==> src/rtl/traffic_pkg.sv <==
// Shared light codes, FSM state encodings, approach indices and round-robin helper.
// Latency: n/a (types, constants and a combinational function only).
// Backpressure: n/a.
package traffic_pkg;

  // Light codes are {R,Y,G}
  localparam logic [2:0] RED    = 3'b100;
  localparam logic [2:0] YELLOW = 3'b010;
  localparam logic [2:0] GREEN  = 3'b001;

  typedef enum logic [1:0] {
    ST_IDLE   = 2'd0,
    ST_GREEN  = 2'd1,
    ST_YELLOW = 2'd2,
    ST_ALLRED = 2'd3
  } state_t;

  localparam logic [1:0] NS = 2'd0;
  localparam logic [1:0] SN = 2'd1;
  localparam logic [1:0] EW = 2'd2;
  localparam logic [1:0] WE = 2'd3;

  // Skip-empty round robin: searches last+1 .. last+4 (mod 4).
  // Returns {found, index}; found=0 when no approach is requesting.
  function automatic logic [2:0] rr_pick(input logic [1:0] last, input logic [3:0] req);
    logic [2:0] r;
    logic [1:0] idx;
    r = 3'b000;
    for (int k = 1; k <= 4; k++) begin
      idx = last + 2'(k);
      if (!r[2] && req[idx]) r = {1'b1, idx};
    end
    return r;
  endfunction

endpackage

==> src/rtl/green_phase_scheduler_tick_prescaler.sv <==
// Timing-tick prescaler: one-cycle tick every TICK_DIV cycles, synchronous restart.
// Latency: tick is high on the TICK_DIV-th cycle after a restart (count starts at 0).
// Backpressure: none; free-running unless restarted.
module tick_prescaler #(
  parameter int TICK_DIV = 4
) (
  input  logic clk,
  input  logic reset,
  input  logic restart,
  output logic tick
);

  localparam int CW = (TICK_DIV > 1) ? $clog2(TICK_DIV) : 1;

  logic [CW-1:0] cnt_q;

  assign tick = (cnt_q == CW'(TICK_DIV - 1));

  // Cycle counter wraps on tick; restart forces it back to 0 so a new state starts a full tick
  always_ff @(posedge clk or negedge reset) begin
    if (!reset)          cnt_q <= '0;
    else if (restart)    cnt_q <= '0;
    else if (tick)       cnt_q <= '0;
    else                 cnt_q <= cnt_q + CW'(1);
  end

endmodule

==> src/rtl/green_phase_scheduler.sv <==
// Round-robin green-phase scheduler: GREEN(sized by queue) -> YELLOW -> ALLRED per approach.
// Latency: grant one cycle after a request in IDLE; ALLRED end re-arbitrates with no idle gap.
// Backpressure: none; counts are sampled levels. Build option EMERGENCY_PREEMPT_EN adds preemption.
module green_phase_scheduler
  import traffic_pkg::*;
#(
  parameter int TICK_DIV  = 4,
  parameter int GREEN_MIN = 2,
  parameter int GREEN_MAX = 12,
  parameter int YELLOW_T  = 2,
  parameter int ALLRED_T  = 1
) (
  input  logic       clk,
  input  logic       reset,
  input  logic [3:0] count_ns_4b,
  input  logic [3:0] count_sn_4b,
  input  logic [3:0] count_ew_4b,
  input  logic [3:0] count_we_4b,
`ifdef EMERGENCY_PREEMPT_EN
  input  logic       emerg_req,
  input  logic [1:0] emerg_dir,
`endif
  output logic [2:0] tf_ns,
  output logic [2:0] tf_sn,
  output logic [2:0] tf_ew,
  output logic [2:0] tf_we,
  output logic [3:0] grant,
  output logic [1:0] phase,
  output logic       phase_start
);

  state_t          state_q, state_d;
  logic [1:0]      dir_q, dir_d;
  logic [1:0]      last_q, last_d;
  logic [3:0]      grant_q, grant_d;
  logic [3:0]      timer_q, timer_d;
  logic [3:0]      g_q, g_d;
  logic [3:0][2:0] tf_q, tf_d;
  logic            phase_start_q, phase_start_d;

  logic            tick, restart, go_green;
  logic [3:0][3:0] counts;
  logic [3:0]      req;
  logic [2:0]      arb;
  logic            pick_vld, pick_emerg, emerg_hold, emerg_preempt;
  logic [1:0]      pick_dir;
  logic [3:0]      pick_cnt, pick_g;

  assign counts = {count_we_4b, count_ew_4b, count_sn_4b, count_ns_4b};
  assign req    = {|count_we_4b, |count_ew_4b, |count_sn_4b, |count_ns_4b};
  assign arb    = rr_pick(last_q, req);

`ifdef EMERGENCY_PREEMPT_EN
  // An emergency request overrides arbitration; it also holds or preempts the current green.
  assign pick_vld      = emerg_req | arb[2];
  assign pick_dir      = emerg_req ? emerg_dir : arb[1:0];
  assign pick_emerg    = emerg_req;
  assign emerg_hold    = emerg_req && (emerg_dir == dir_q);
  assign emerg_preempt = emerg_req && (emerg_dir != dir_q);
`else
  assign pick_vld      = arb[2];
  assign pick_dir      = arb[1:0];
  assign pick_emerg    = 1'b0;
  assign emerg_hold    = 1'b0;
  assign emerg_preempt = 1'b0;
`endif

  // Green length is latched at grant time so later count changes cannot stretch a running green.
  assign pick_cnt = counts[pick_dir];
  assign pick_g   = pick_emerg                   ? 4'(GREEN_MIN) :
                    (pick_cnt < 4'(GREEN_MIN))   ? 4'(GREEN_MIN) :
                    (pick_cnt > 4'(GREEN_MAX))   ? 4'(GREEN_MAX) : pick_cnt;

  tick_prescaler #(.TICK_DIV(TICK_DIV)) u_tick (
    .clk     (clk),
    .reset   (reset),
    .restart (restart),
    .tick    (tick)
  );

  // Next-state logic: tick-counted phase timer, arbitration on IDLE and at ALLRED end
  always_comb begin
    state_d       = state_q;
    dir_d         = dir_q;
    last_d        = last_q;
    grant_d       = grant_q;
    timer_d       = timer_q;
    g_d           = g_q;
    restart       = 1'b0;
    go_green      = 1'b0;
    phase_start_d = 1'b0;
    tf_d          = {4{RED}};

    case (state_q)
      ST_IDLE: begin
        restart  = 1'b1;
        go_green = pick_vld;
      end
      ST_GREEN: begin
        if (emerg_preempt) begin
          state_d = ST_YELLOW;
          timer_d = '0;
          restart = 1'b1;
        end else if (tick) begin
          if (timer_q == g_q - 4'd1) begin
            if (!emerg_hold) begin
              state_d = ST_YELLOW;
              timer_d = '0;
              restart = 1'b1;
            end
          end else begin
            timer_d = timer_q + 4'd1;
          end
        end
      end
      ST_YELLOW: begin
        if (tick) begin
          if (timer_q == 4'(YELLOW_T - 1)) begin
            state_d = ST_ALLRED;
            timer_d = '0;
            restart = 1'b1;
          end else begin
            timer_d = timer_q + 4'd1;
          end
        end
      end
      ST_ALLRED: begin
        if (tick) begin
          if (timer_q == 4'(ALLRED_T - 1)) begin
            if (pick_vld) begin
              go_green = 1'b1;
            end else begin
              state_d = ST_IDLE;
              grant_d = '0;
              timer_d = '0;
              restart = 1'b1;
            end
          end else begin
            timer_d = timer_q + 4'd1;
          end
        end
      end
      default: state_d = ST_IDLE;
    endcase

    if (go_green) begin
      state_d       = ST_GREEN;
      dir_d         = pick_dir;
      last_d        = pick_dir;
      grant_d       = 4'b0001 << pick_dir;
      g_d           = pick_g;
      timer_d       = '0;
      restart       = 1'b1;
      phase_start_d = 1'b1;
    end

    for (int i = 0; i < 4; i++) begin
      if (dir_d == 2'(i) && state_d == ST_GREEN)       tf_d[i] = GREEN;
      else if (dir_d == 2'(i) && state_d == ST_YELLOW) tf_d[i] = YELLOW;
    end
  end

  // State and registered outputs; reset forces all-red IDLE with the search starting at ns
  always_ff @(posedge clk or negedge reset) begin
    if (!reset) begin
      state_q       <= ST_IDLE;
      dir_q         <= NS;
      last_q        <= WE;
      grant_q       <= '0;
      timer_q       <= '0;
      g_q           <= '0;
      tf_q          <= {4{RED}};
      phase_start_q <= 1'b0;
    end else begin
      state_q       <= state_d;
      dir_q         <= dir_d;
      last_q        <= last_d;
      grant_q       <= grant_d;
      timer_q       <= timer_d;
      g_q           <= g_d;
      tf_q          <= tf_d;
      phase_start_q <= phase_start_d;
    end
  end

  assign tf_ns       = tf_q[NS];
  assign tf_sn       = tf_q[SN];
  assign tf_ew       = tf_q[EW];
  assign tf_we       = tf_q[WE];
  assign grant       = grant_q;
  assign phase       = state_q;
  assign phase_start = phase_start_q;

endmodule
==> config.mk <==
export PLATFORM = sky130hd
export DESIGN_NAME = green_phase_scheduler
export DESIGN_NICKNAME = d
export VERILOG_FILES = /design/src/rtl/traffic_pkg.sv /design/src/rtl/green_phase_scheduler_tick_prescaler.sv /design/src/rtl/green_phase_scheduler.sv
export SDC_FILE = /design/constraint.sdc
export NUM_CORES = 1
export LEC_CHECK = 0
export ABC_AREA = 1
export ABC_CLOCK_PERIOD_IN_PS = 2300
export BUFFER_PORTS_ARGS = -buffer_cell sky130_fd_sc_hd__buf_2
export CAP_MARGIN = 20
export CORE_ASPECT_RATIO = 0.5
export CORE_MARGIN = 2
export CORE_UTILIZATION = 45
export DETAILED_ROUTE_END_ITERATION = 10
export PLACE_DENSITY = 0.74
export SETUP_SLACK_MARGIN = 0.15
export SLEW_MARGIN = 20
export SYNTH_ARGS = -nofsm -noshare
export SYNTH_HDL_FRONTEND = slang
export SYNTH_SLANG_ARGS = --single-unit
==> constraint.sdc <==
create_clock -name clk -period 2.3 [get_ports clk]
set_clock_uncertainty 0.1 [all_clocks]
set_input_delay 0.69 -clock clk [delete_from_list [all_inputs] [get_ports clk]]
set_output_delay 0.69 -clock clk [all_outputs]
set_load 0.02 [all_outputs]
==> flow_summary.yaml, run 1 <==
run_status:
  status: "complete, but fails checks"
  violations: "setup timing"
setup_path:
  critPathSlowestCell: "a21o_1"
  critPathCapture: "tf_ns[2]$_DFF_PN1_"
  cp-end-kind: "flop"
  critPathKind: "input pin to flop"
  r2r_setup_slack_ns: -0.13
  path_cells: "buf_2 -> nor2_4 -> nand3_2 -> nand2_2 -> nand2_2 -> nand2_4 -> buf_6 -> nand3_4 -> inv_4 -> nand2_2 -> nand2_1 -> nand2_1 -> a21o_1 -> nand2_2 -> inv_2 -> o21ai_1"
  cpMostUsedCell: "nand2_2"
  crit_arrival_ns: 2.55
  crit_path_start_kind: "input pin"
  critPathLaunch: "count_sn_4b[1]"
  timing.rr.start: "last_q[0]$_DFFE_PN1P_"
  critical-path-max-stage-delay_ns: 0.22
  reg2reg_to: "tf_ns[2]$_DFF_PN1_"
  worstPathMaxFanout: 6
  crit_required_ns: 2.40
  reg2reg_depth: 15
logic_synthesis:
  synth_cell_types: 32
  async_flop_share: 1.00
  syn_avg_cell_area_um2: 7.52
  syn_nets: 320
  netlist_area_um2: 2200
  yosysSeqAreaShare: 0.379
  ys_seq_elements: 33
  synthCells: 292
  ys_warn_count: 0
  yosys_most_used_dff: "dfrtp_1"
  synth_edf_count: 0
grt:
  grt_use_total: 0.237
  gr-total-overflow: 0
  grt_pass1_vias: 2286
  grt_pass1_wl_mm: 9.98
  antenna_found_initial: 0
  grt_max_degree: 34
floorplan:
  num_rows: 17
  design.die.area_um2: 5490
  die_height_um: 53.4
  die_width_um: 103
  core_um2: 4550
  io_pins: 37
  initial_utilization: 0.482
route:
  drtIter0Drc: 110
  vias_per_cell: 5.39
  drc: 0
  vias: 2443
  wire_per_inst_um: 15.7
  dr.pass1.iters: 5
  wl_mm: 7.09
  ant_nets: 0
timing:
  clock.fmax_mhz: 408
  setup_ws_ns: -0.151
  finalSetupViolCount: 20
  slew_violations: 0
  timing.final.crit_period_ns: 2.45
  maxSlewHeadroom: 0.518
  holdWs_ns: 0.343
  worst_pin_slew_ns: 0.722
  rsz0062_at_grt: "true"
  finalHoldViolations: 0
  fin_crit_sh: 1.07
cts:
  cts_tree: "built"
  clock_latency_ns: 0.28
  htree_levels: 2
  clkTransAtPathRegs_ns: 0.07
  clockBufferDepth: 2
  clock_sinks: 33
  clock-root-buffer: "clkbuf_8"
  numCtsBuffers: 5
final_layout:
  nets: 414
  area_growth_syn_to_layout_pct: 56.5
  final_cells: 453
  antenna_cells: 0
  final_common_cell: "nand2_1"
  nFillCells: 304
  drive_above_1_share: 0.519
  layout_common_cells: "64 x nand2_1, 41 x buf_4, 35 x buf_2"
power_and_ir_drop:
  power_per_cell_area_nw_per_um2: 408
  leakagePower_nw: 1.67
  ir_drop_uv: 393
  p_total_mw: 1.40
placed_design:
  port_buffers: 36
  dp_hpwl_mm: 4.36
  place_congestion: 0.940
  dp.cells: 433
run:
  cap_violations: 0
worst_hold_path:
  hold_class: "flop to flop"
## layout make-up
class                           count  area (um^2)  area share
Clock buffer                        6         72.6      0.0211
Clock inverter                      2         35.0      0.0102
Inverter                           36          148      0.0430
Multi-Input combinational cell    221         1620       0.470
Sequential cell                    33          833       0.242
Tap cell                           66         82.6      0.0240
Timing Repair Buffer               89          651       0.189
## Yosys cell counts, types with 3 or more instances
library cell   n  area [um^2]
nand2_2        8         50.1
o21ai_0       11         55.1
dfrtp_1       27          676
xor2_1         5         43.8
nor2_2         5         31.3
nand3_1       34          170
a21oi_2        3         26.3
nand3_2        3         30.0
inv_2          9         33.8
inv_1         27          101
nand4_1        7         43.8
dfstp_2        6          158
a21oi_1        4         20.0
nor2_4         3         33.8
ha_1          10          125
o21ai_1        5         25.0
nand2_1       78          293
nor2_1        28          105
## flip-flops by register name, indices dropped and copies added, names as in the netlist
signal,flops
u_tick.cnt_q,2
grant,4
dir_q,2
timer_q,4
tf_ew,3
last_q,2
phase,2
g_q,4
phase_start,1
tf_we,3
tf_sn,3
tf_ns,3
## metrics by stage
| step | utilization | setup TNS, ns | worst slack (ns) | cell area, um^2 |
|---|---|---|---|---|
| detailed placement | 0.637 | -5.45 | -0.340 | 2900 |
| global route | 0.755 | -4.32 | -0.300 | 3440 |
| floorplan | - | 0 | 0.0562 | 2350 |
| global placement | 0.637 | -4.01 | -0.282 | 2900 |
| finish | 0.755 | -1.81 | -0.151 | 3440 |
| CTS | 0.704 | 0 | 0.0143 | 3200 |
## report_power, final
part / internal, mW / leakage, nW / switching, mW / total, mW
combinational: 0.116 / 1.21 / 0.155 / 0.271
sequential: 0.592 / 0.412 / 0.00817 / 0.600
clock: 0.321 / 0.0552 / 0.210 / 0.532
total: 1.03 / 1.67 / 0.373 / 1.40
## what timing repair did
action / CTS / global route
gates cloned: 0 / 1
buffers inserted: 8 / 3
hold buffers: 0 / 0
gates resized for setup: 31 / 48
pin swaps: 23 / 8
endpoints found under the setup margin: 24 / 32
endpoints found under the hold margin: 0 / 0
## metal layers
metal / part of all wire / track usage / up-vias
met5: 0 / 0 / -
met4: 0.027 / 0.0658 / 0
met3: 0.052 / 0.0476 / 24
met2: 0.51 / 0.429 / 95
met1: 0.41 / 0.293 / 1185
li1: - / - / 1139
## critical path, delay by kind of cell
family          cells  cell delay, ns
simple gates       10            1.06
buf+inv             4            0.42
compound gates      2            0.38
## how the worst min path moves through the flow
stage                                    startpoint  depth (start not counted)  slack, ns                        end
after floorplan                               reset                          0       0.29         dir_q[0]$_DFF_PN0_
after global placement    u_tick.cnt_q[0]$_DFF_PN0_                          1       0.32  u_tick.cnt_q[0]$_DFF_PN0_
after detailed placement  u_tick.cnt_q[0]$_DFF_PN0_                          1       0.33  u_tick.cnt_q[0]$_DFF_PN0_
after CTS                 u_tick.cnt_q[0]$_DFF_PN0_                          1       0.34  u_tick.cnt_q[0]$_DFF_PN0_
after global routing      u_tick.cnt_q[0]$_DFF_PN0_                          1       0.38  u_tick.cnt_q[0]$_DFF_PN0_
final                     u_tick.cnt_q[0]$_DFF_PN0_                          1       0.34  u_tick.cnt_q[0]$_DFF_PN0_
## logic make-up after synthesis
logic type	after synthesis	synth area share
buf+inv	39	0.0735
compound gates	31	0.0883
flops	33	0.379
xor+xnor	7	0.0279
simple gates	172	0.374
fa+ha+maj	10	0.0570
No activity file was read; power rests on OpenSTA's default activity.
==> run 2: changes to the inputs <==
--- a/config.mk
+++ b/config.mk
@@ -9,7 +9,7 @@
 export ABC_CLOCK_PERIOD_IN_PS = 2300
 export BUFFER_PORTS_ARGS = -buffer_cell sky130_fd_sc_hd__buf_2
 export CAP_MARGIN = 20
-export CORE_ASPECT_RATIO = 0.5
+export CORE_ASPECT_RATIO = 0.8
 export CORE_MARGIN = 2
 export CORE_UTILIZATION = 45
 export DETAILED_ROUTE_END_ITERATION = 10
==> flow_summary.yaml, run 2 (synthesis gave the netlist of run 1 again) <==
timing:
  slew_violations: 0
  finalHoldViolations: 0
  maxSlewHeadroom: 0.514
  timing.final.crit_period_ns: 2.37
  clock.fmax_mhz: 422
  finalSetupViolCount: 15
  fin_crit_sh: 1.03
  worst_pin_slew_ns: 0.729
  setup_ws_ns: -0.0704
  rsz0062_at_grt: "true"
floorplan:
  die_height_um: 66.5
  initial_utilization: 0.472
  die_width_um: 82.1
  num_rows: 22
  design.die.area_um2: 5460
  core_um2: 4650
  io_pins: 37
grt:
  grt_pass1_vias: 2213
  grt_use_total: 0.249
  met3_usage: 0.0542
  antenna_found_initial: 0
  gr-total-overflow: 0
  busiest_layer: "met2"
  met2_usage: 0.376
  grt_max_degree: 34
  use_met1: 0.365
  grt_pass1_wl_mm: 10.2
route:
  vias: 2373
  wire_per_inst_um: 14.5
  wl_mm: 6.52
  ant_nets: 0
  drc: 0
  vias_per_cell: 5.27
  dr.pass1.iters: 4
  drtIter0Drc: 227
setup_path:
  crit_family: "simple AND/OR/NAND/NOR gates"
  critPathSlowestCell: "dfstp_2"
  critical-path-max-stage-delay_ns: 0.59
  critPathKind: "flop to flop"
  crit_path_start_kind: "flop"
  crit_required_ns: 2.41
  path_buf_inv: 4
  cp-end-kind: "flop"
  worstPathMaxFanout: 6
  crit_arrival_ns: 2.48
  path_cells: "inv_4 -> nand2_2 -> nand2_4 -> buf_4 -> nand3_2 -> nand2_2 -> nor2_4 -> nand3_4 -> inv_4 -> nand2_1 -> nand2_1 -> nand2_1 -> a21o_1 -> nand2_2 -> inv_2 -> o21ai_1"
final_layout:
  area_growth_syn_to_layout_pct: 50.0
  multi_input_area_um2: 1530
  seqCellArea_um2: 833
  final_util: 0.708
  nets: 417
  drive_above_1_share: 0.495
  final_cells: 450
  antenna_cells: 0
  layout_common_cells: "62 x nand2_1, 54 x buf_4, 36 x buf_2"
  nFillCells: 348
  final_common_cell: "nand2_1"
placed_design:
  dp_hpwl_mm: 4.56
  dp.cells: 432
  port_buffers: 36
  place_congestion: 0.930
cts:
  htree_levels: 2
  clkTransAtPathRegs_ns: 0.07
  clock_sinks: 33
  clockBufferDepth: 2
  clock-root-buffer: "clkbuf_8"
  clock_latency_ns: 0.29
  cts_tree: "built"
  numCtsBuffers: 5
power_and_ir_drop:
  power_per_cell_area_nw_per_um2: 422
  leakagePower_nw: 1.66
  p_total_mw: 1.39
  ir_drop_uv: 397
worst_hold_path:
  hold_class: "input pin to asynchronous set/reset pin"
run_status:
  status: "complete, but fails checks"
  violations: "setup timing"
run:
  cap_violations: 0
-- run 2: stage by stage --
| stage | hold WS [ns] | TNS, ns | cell area [um^2] | setup WS (ns) |
|---|---|---|---|---|
| CTS | 0.349 | -0.0353 | 3190 | -0.0194 |
| detailed placement | 0.340 | -7.11 | 2930 | -0.332 |
| global route | 0.368 | -3.51 | 3290 | -0.232 |
| finish | 0.351 | -0.789 | 3290 | -0.0704 |
| floorplan | 0.294 | 0 | 2350 | 0.0562 |
| global placement | 0.332 | -6.22 | 2930 | -0.295 |
-- run 2: per-layer routing --
metal / share of wire / vias to the layer above
li1: - / 1152
met1: 0.45 / 1138
met2: 0.46 / 80
met3: 0.084 / 3
met4: 0.0035 / 0
met5: 0 / -
-- run 2: repair_timing --
action | in CTS | in global routing
endpoints found under the setup margin | 31 | 32
cloned | 1 | 0
gates resized for setup | 23 | 24
hold buffers | 0 | 0
setup buffers | 8 | 1
pin swaps | 10 | 15
-- run 2: worst reg2reg max path, stage by stage (launching register included) --
cell and delay [ns]:
dfstp_2 0.59, inv_4 0.08, nand2_2 0.08, nand2_4 0.07
buf_4 0.14, nand3_2 0.08, nand2_2 0.07, nor2_4 0.12
nand3_4 0.16, inv_4 0.12, nand2_1 0.07, nand2_1 0.06
nand2_1 0.06, a21o_1 0.21, nand2_2 0.10, inv_2 0.06
o21ai_1 0.14
-- run 2: final cells by class --
type	instances	share of cell area
Tap cell	60	0.0228
Sequential cell	33	0.253
Clock inverter	2	0.0106
Timing Repair Buffer	92	0.185
Multi-Input combinational cell	221	0.463
Clock buffer	6	0.0220
Inverter	36	0.0441
-- run 2: final timing paths --
check	from	to	slack, ns	cells past startpoint
max	last_q[0]$_DFFE_PN1P_	tf_ns[2]$_DFF_PN1_	-0.07	16
min	reset	phase_start$_DFF_PN0_	0.35	1
max reg2reg	last_q[0]$_DFFE_PN1P_	tf_ns[2]$_DFF_PN1_	-0.07	16
min reg2reg	u_tick.cnt_q[0]$_DFF_PN0_	u_tick.cnt_q[0]$_DFF_PN0_	0.35	1
max in group asynchronous	reset	u_tick.cnt_q[1]$_DFF_PN0_	1.28	1
min in group clk	u_tick.cnt_q[0]$_DFF_PN0_	u_tick.cnt_q[0]$_DFF_PN0_	0.35	1
-- run 2: report_power, final --
| part | total (mW) | switching (mW) | internal (mW) |
|---|---|---|---|
| Clock | 0.537 | 0.216 | 0.321 |
| Combinational | 0.253 | 0.147 | 0.106 |
| Sequential | 0.599 | 0.00722 | 0.592 |
| Total | 1.39 | 0.370 | 1.02 |
==> run 3: changes to the inputs <==
--- a/config.mk
+++ b/config.mk
@@ -12,6 +12,7 @@
 export CORE_ASPECT_RATIO = 0.8
 export CORE_MARGIN = 2
 export CORE_UTILIZATION = 45
+export CTS_BUF_LIST = sky130_fd_sc_hd__clkbuf_4
 export DETAILED_ROUTE_END_ITERATION = 10
 export PLACE_DENSITY = 0.74
 export SETUP_SLACK_MARGIN = 0.15
==> constraint.sdc (replaced) <==
create_clock -name clk -period 2.3 [get_ports clk]
set_clock_uncertainty 0.1 [all_clocks]
set_input_delay 0.46 -clock clk [delete_from_list [all_inputs] [get_ports clk]]
set_output_delay 0.46 -clock clk [all_outputs]
set_load 0.02 [all_outputs]
==> flow_summary.yaml, run 3 (synthesis gave the netlist of run 1 again) <==
timing:
  rsz0062_at_grt: "true"
  worst_pin_slew_ns: 0.711
  clock.fmax_mhz: 396
  setup_ws_ns: -0.226
  holdWs_ns: 0.0455
  setup_tns_ns: -2.88
  finalSetupViolCount: 26
  fin_crit_sh: 1.10
  maxSlewHeadroom: 0.526
  finalHoldViolations: 0
  slew_violations: 0
  timing.final.crit_period_ns: 2.53
grt:
  met2_usage: 0.424
  antenna_found_initial: 0
  grt_max_degree: 34
  use_met1: 0.387
  gr-total-overflow: 0
  met3_usage: 0.0664
  busiest_layer: "met2"
  grt_use_total: 0.277
  grt_pass1_vias: 2369
  grt_pass1_wl_mm: 11.3
final_layout:
  nets: 422
  final_common_cell: "nand2_1"
  drive_above_1_share: 0.504
  final_cells: 455
  fin_area_um2: 3310
  area_growth_syn_to_layout_pct: 50.9
  antenna_cells: 0
  layout_common_cells: "61 x nand2_1, 49 x buf_4, 36 x buf_2"
  final_util: 0.712
setup_path:
  timing.rr.start: "last_q[0]$_DFFE_PN1P_"
  reg2reg_depth: 15
  reg2reg_to: "tf_ew[2]$_DFF_PN1_"
  critPathCapture: "tf_ew[2]$_DFF_PN1_"
  crit_arrival_ns: 2.71
  crit_required_ns: 2.49
  r2r_setup_slack_ns: -0.23
  cp-end-kind: "flop"
  worstPathMaxFanout: 6
  critPathLaunch: "last_q[0]$_DFFE_PN1P_"
  crit_path_start_kind: "flop"
  critPathKind: "flop to flop"
run_status:
  status: "complete, but fails checks"
  violations: "setup timing"
worst_hold_path:
  hold_class: "input pin to asynchronous set/reset pin"
cts:
  htree_levels: 2
  clock_sinks: 33
  numCtsBuffers: 5
  cts_tree: "built"
  clock_latency_ns: 0.35
  clock-root-buffer: "clkbuf_4"
  clkTransAtPathRegs_ns: 0.11
  clockBufferDepth: 2
floorplan:
  die_width_um: 82.1
  die_height_um: 66.5
  design.die.area_um2: 5460
  core_um2: 4650
  num_rows: 22
  initial_utilization: 0.472
  io_pins: 37
route:
  ant_nets: 0
  dr.pass1.iters: 5
  wl_mm: 7.06
  drtIter0Drc: 162
  drc: 0
  vias_per_cell: 5.44
  vias: 2477
  wire_per_inst_um: 15.5
power_and_ir_drop:
  p_total_mw: 1.31
  power_per_cell_area_nw_per_um2: 394
  leakagePower_nw: 1.67
  ir_drop_uv: 345
placed_design:
  placed_area_um2: 2760
  port_buffers: 36
  dp_slack_ns: -0.240
  dp.cells: 430
  place_congestion: 0.879
  dp_hpwl_mm: 4.46
run:
  cap_violations: 0
run 3: cell count changes in the layout (fill, tap and decap cells not counted), moves of 3 or more:
| cell | previous run | this run |
|---|---|---|
| buf_6 | 2 | 12 |
| buf_4 | 54 | 49 |
| o21ai_2 | 2 | 6 |
| nor2_1 | 14 | 20 |
| clkbuf_4 | 0 | 6 |
| nor2_4 | 12 | 7 |
| clkbuf_8 | 5 | 0 |
| o21ai_1 | 6 | 3 |
| inv_4 | 4 | 7 |
run 3: per-layer routing:
layer,up-vias,wire length [um],share of wire
met3,15,502,0.071
met2,107,3280,0.46
met1,1195,3160,0.45
met4,0,123,0.017
li1,1160,-,-
met5,-,0,0
run 3: layout make-up:
type	count	area, um^2
clock inverters	2	35.0
flip-flops and latches	33	833
repair buffers	97	683
well taps	60	75.1
inverters	36	156
multi-input cells	221	1490
fillers	332	1340
clock buffers	6	45.0
run 3: repair_timing:
| item | 4_1_cts | 5_1_grt |
|---|---|---|
| setup endpoints to repair | 30 | 33 |
| setup buffers | 10 | 6 |
| hold buffers | 0 | 0 |
| gates resized for setup | 72 | 20 |
| gates cloned | 1 | 0 |
| pin swaps | 24 | 6 |
run 3: worst min path at each step:
stage | end | slack (ns)
2_1_floorplan | dir_q[0]$_DFF_PN0_ | 0.06
3_3_place_gp | u_tick.cnt_q[0]$_DFF_PN0_ | 0.32
3_5_place_dp | u_tick.cnt_q[0]$_DFF_PN0_ | 0.33
4_1_cts | timer_q[2]$_DFFE_PN0P_ | 0.06
5_1_grt | g_q[2]$_DFFE_PN0P_ | 0.10
6_report | phase_start$_DFF_PN0_ | 0.05
run 3: report_power, final:
group | internal, mW | switching (mW)
Clock | 0.240 | 0.218
Sequential | 0.592 | 0.00896
Combinational | 0.106 | 0.142
run 3: worst max-delay path: stages (launching register included):
cell     delay, ns
dfstp_2       0.66
nand2_2       0.10
nand2_4       0.13
inv_4         0.06
nand3_2       0.09
nand2_2       0.07
nor2_4        0.14
nand3_4       0.18
inv_4         0.13
nand2_2       0.06
nand2_1       0.05
nand2_1       0.05
a21o_1        0.21
nor2_4        0.20
buf_4         0.16
o21ai_2       0.06
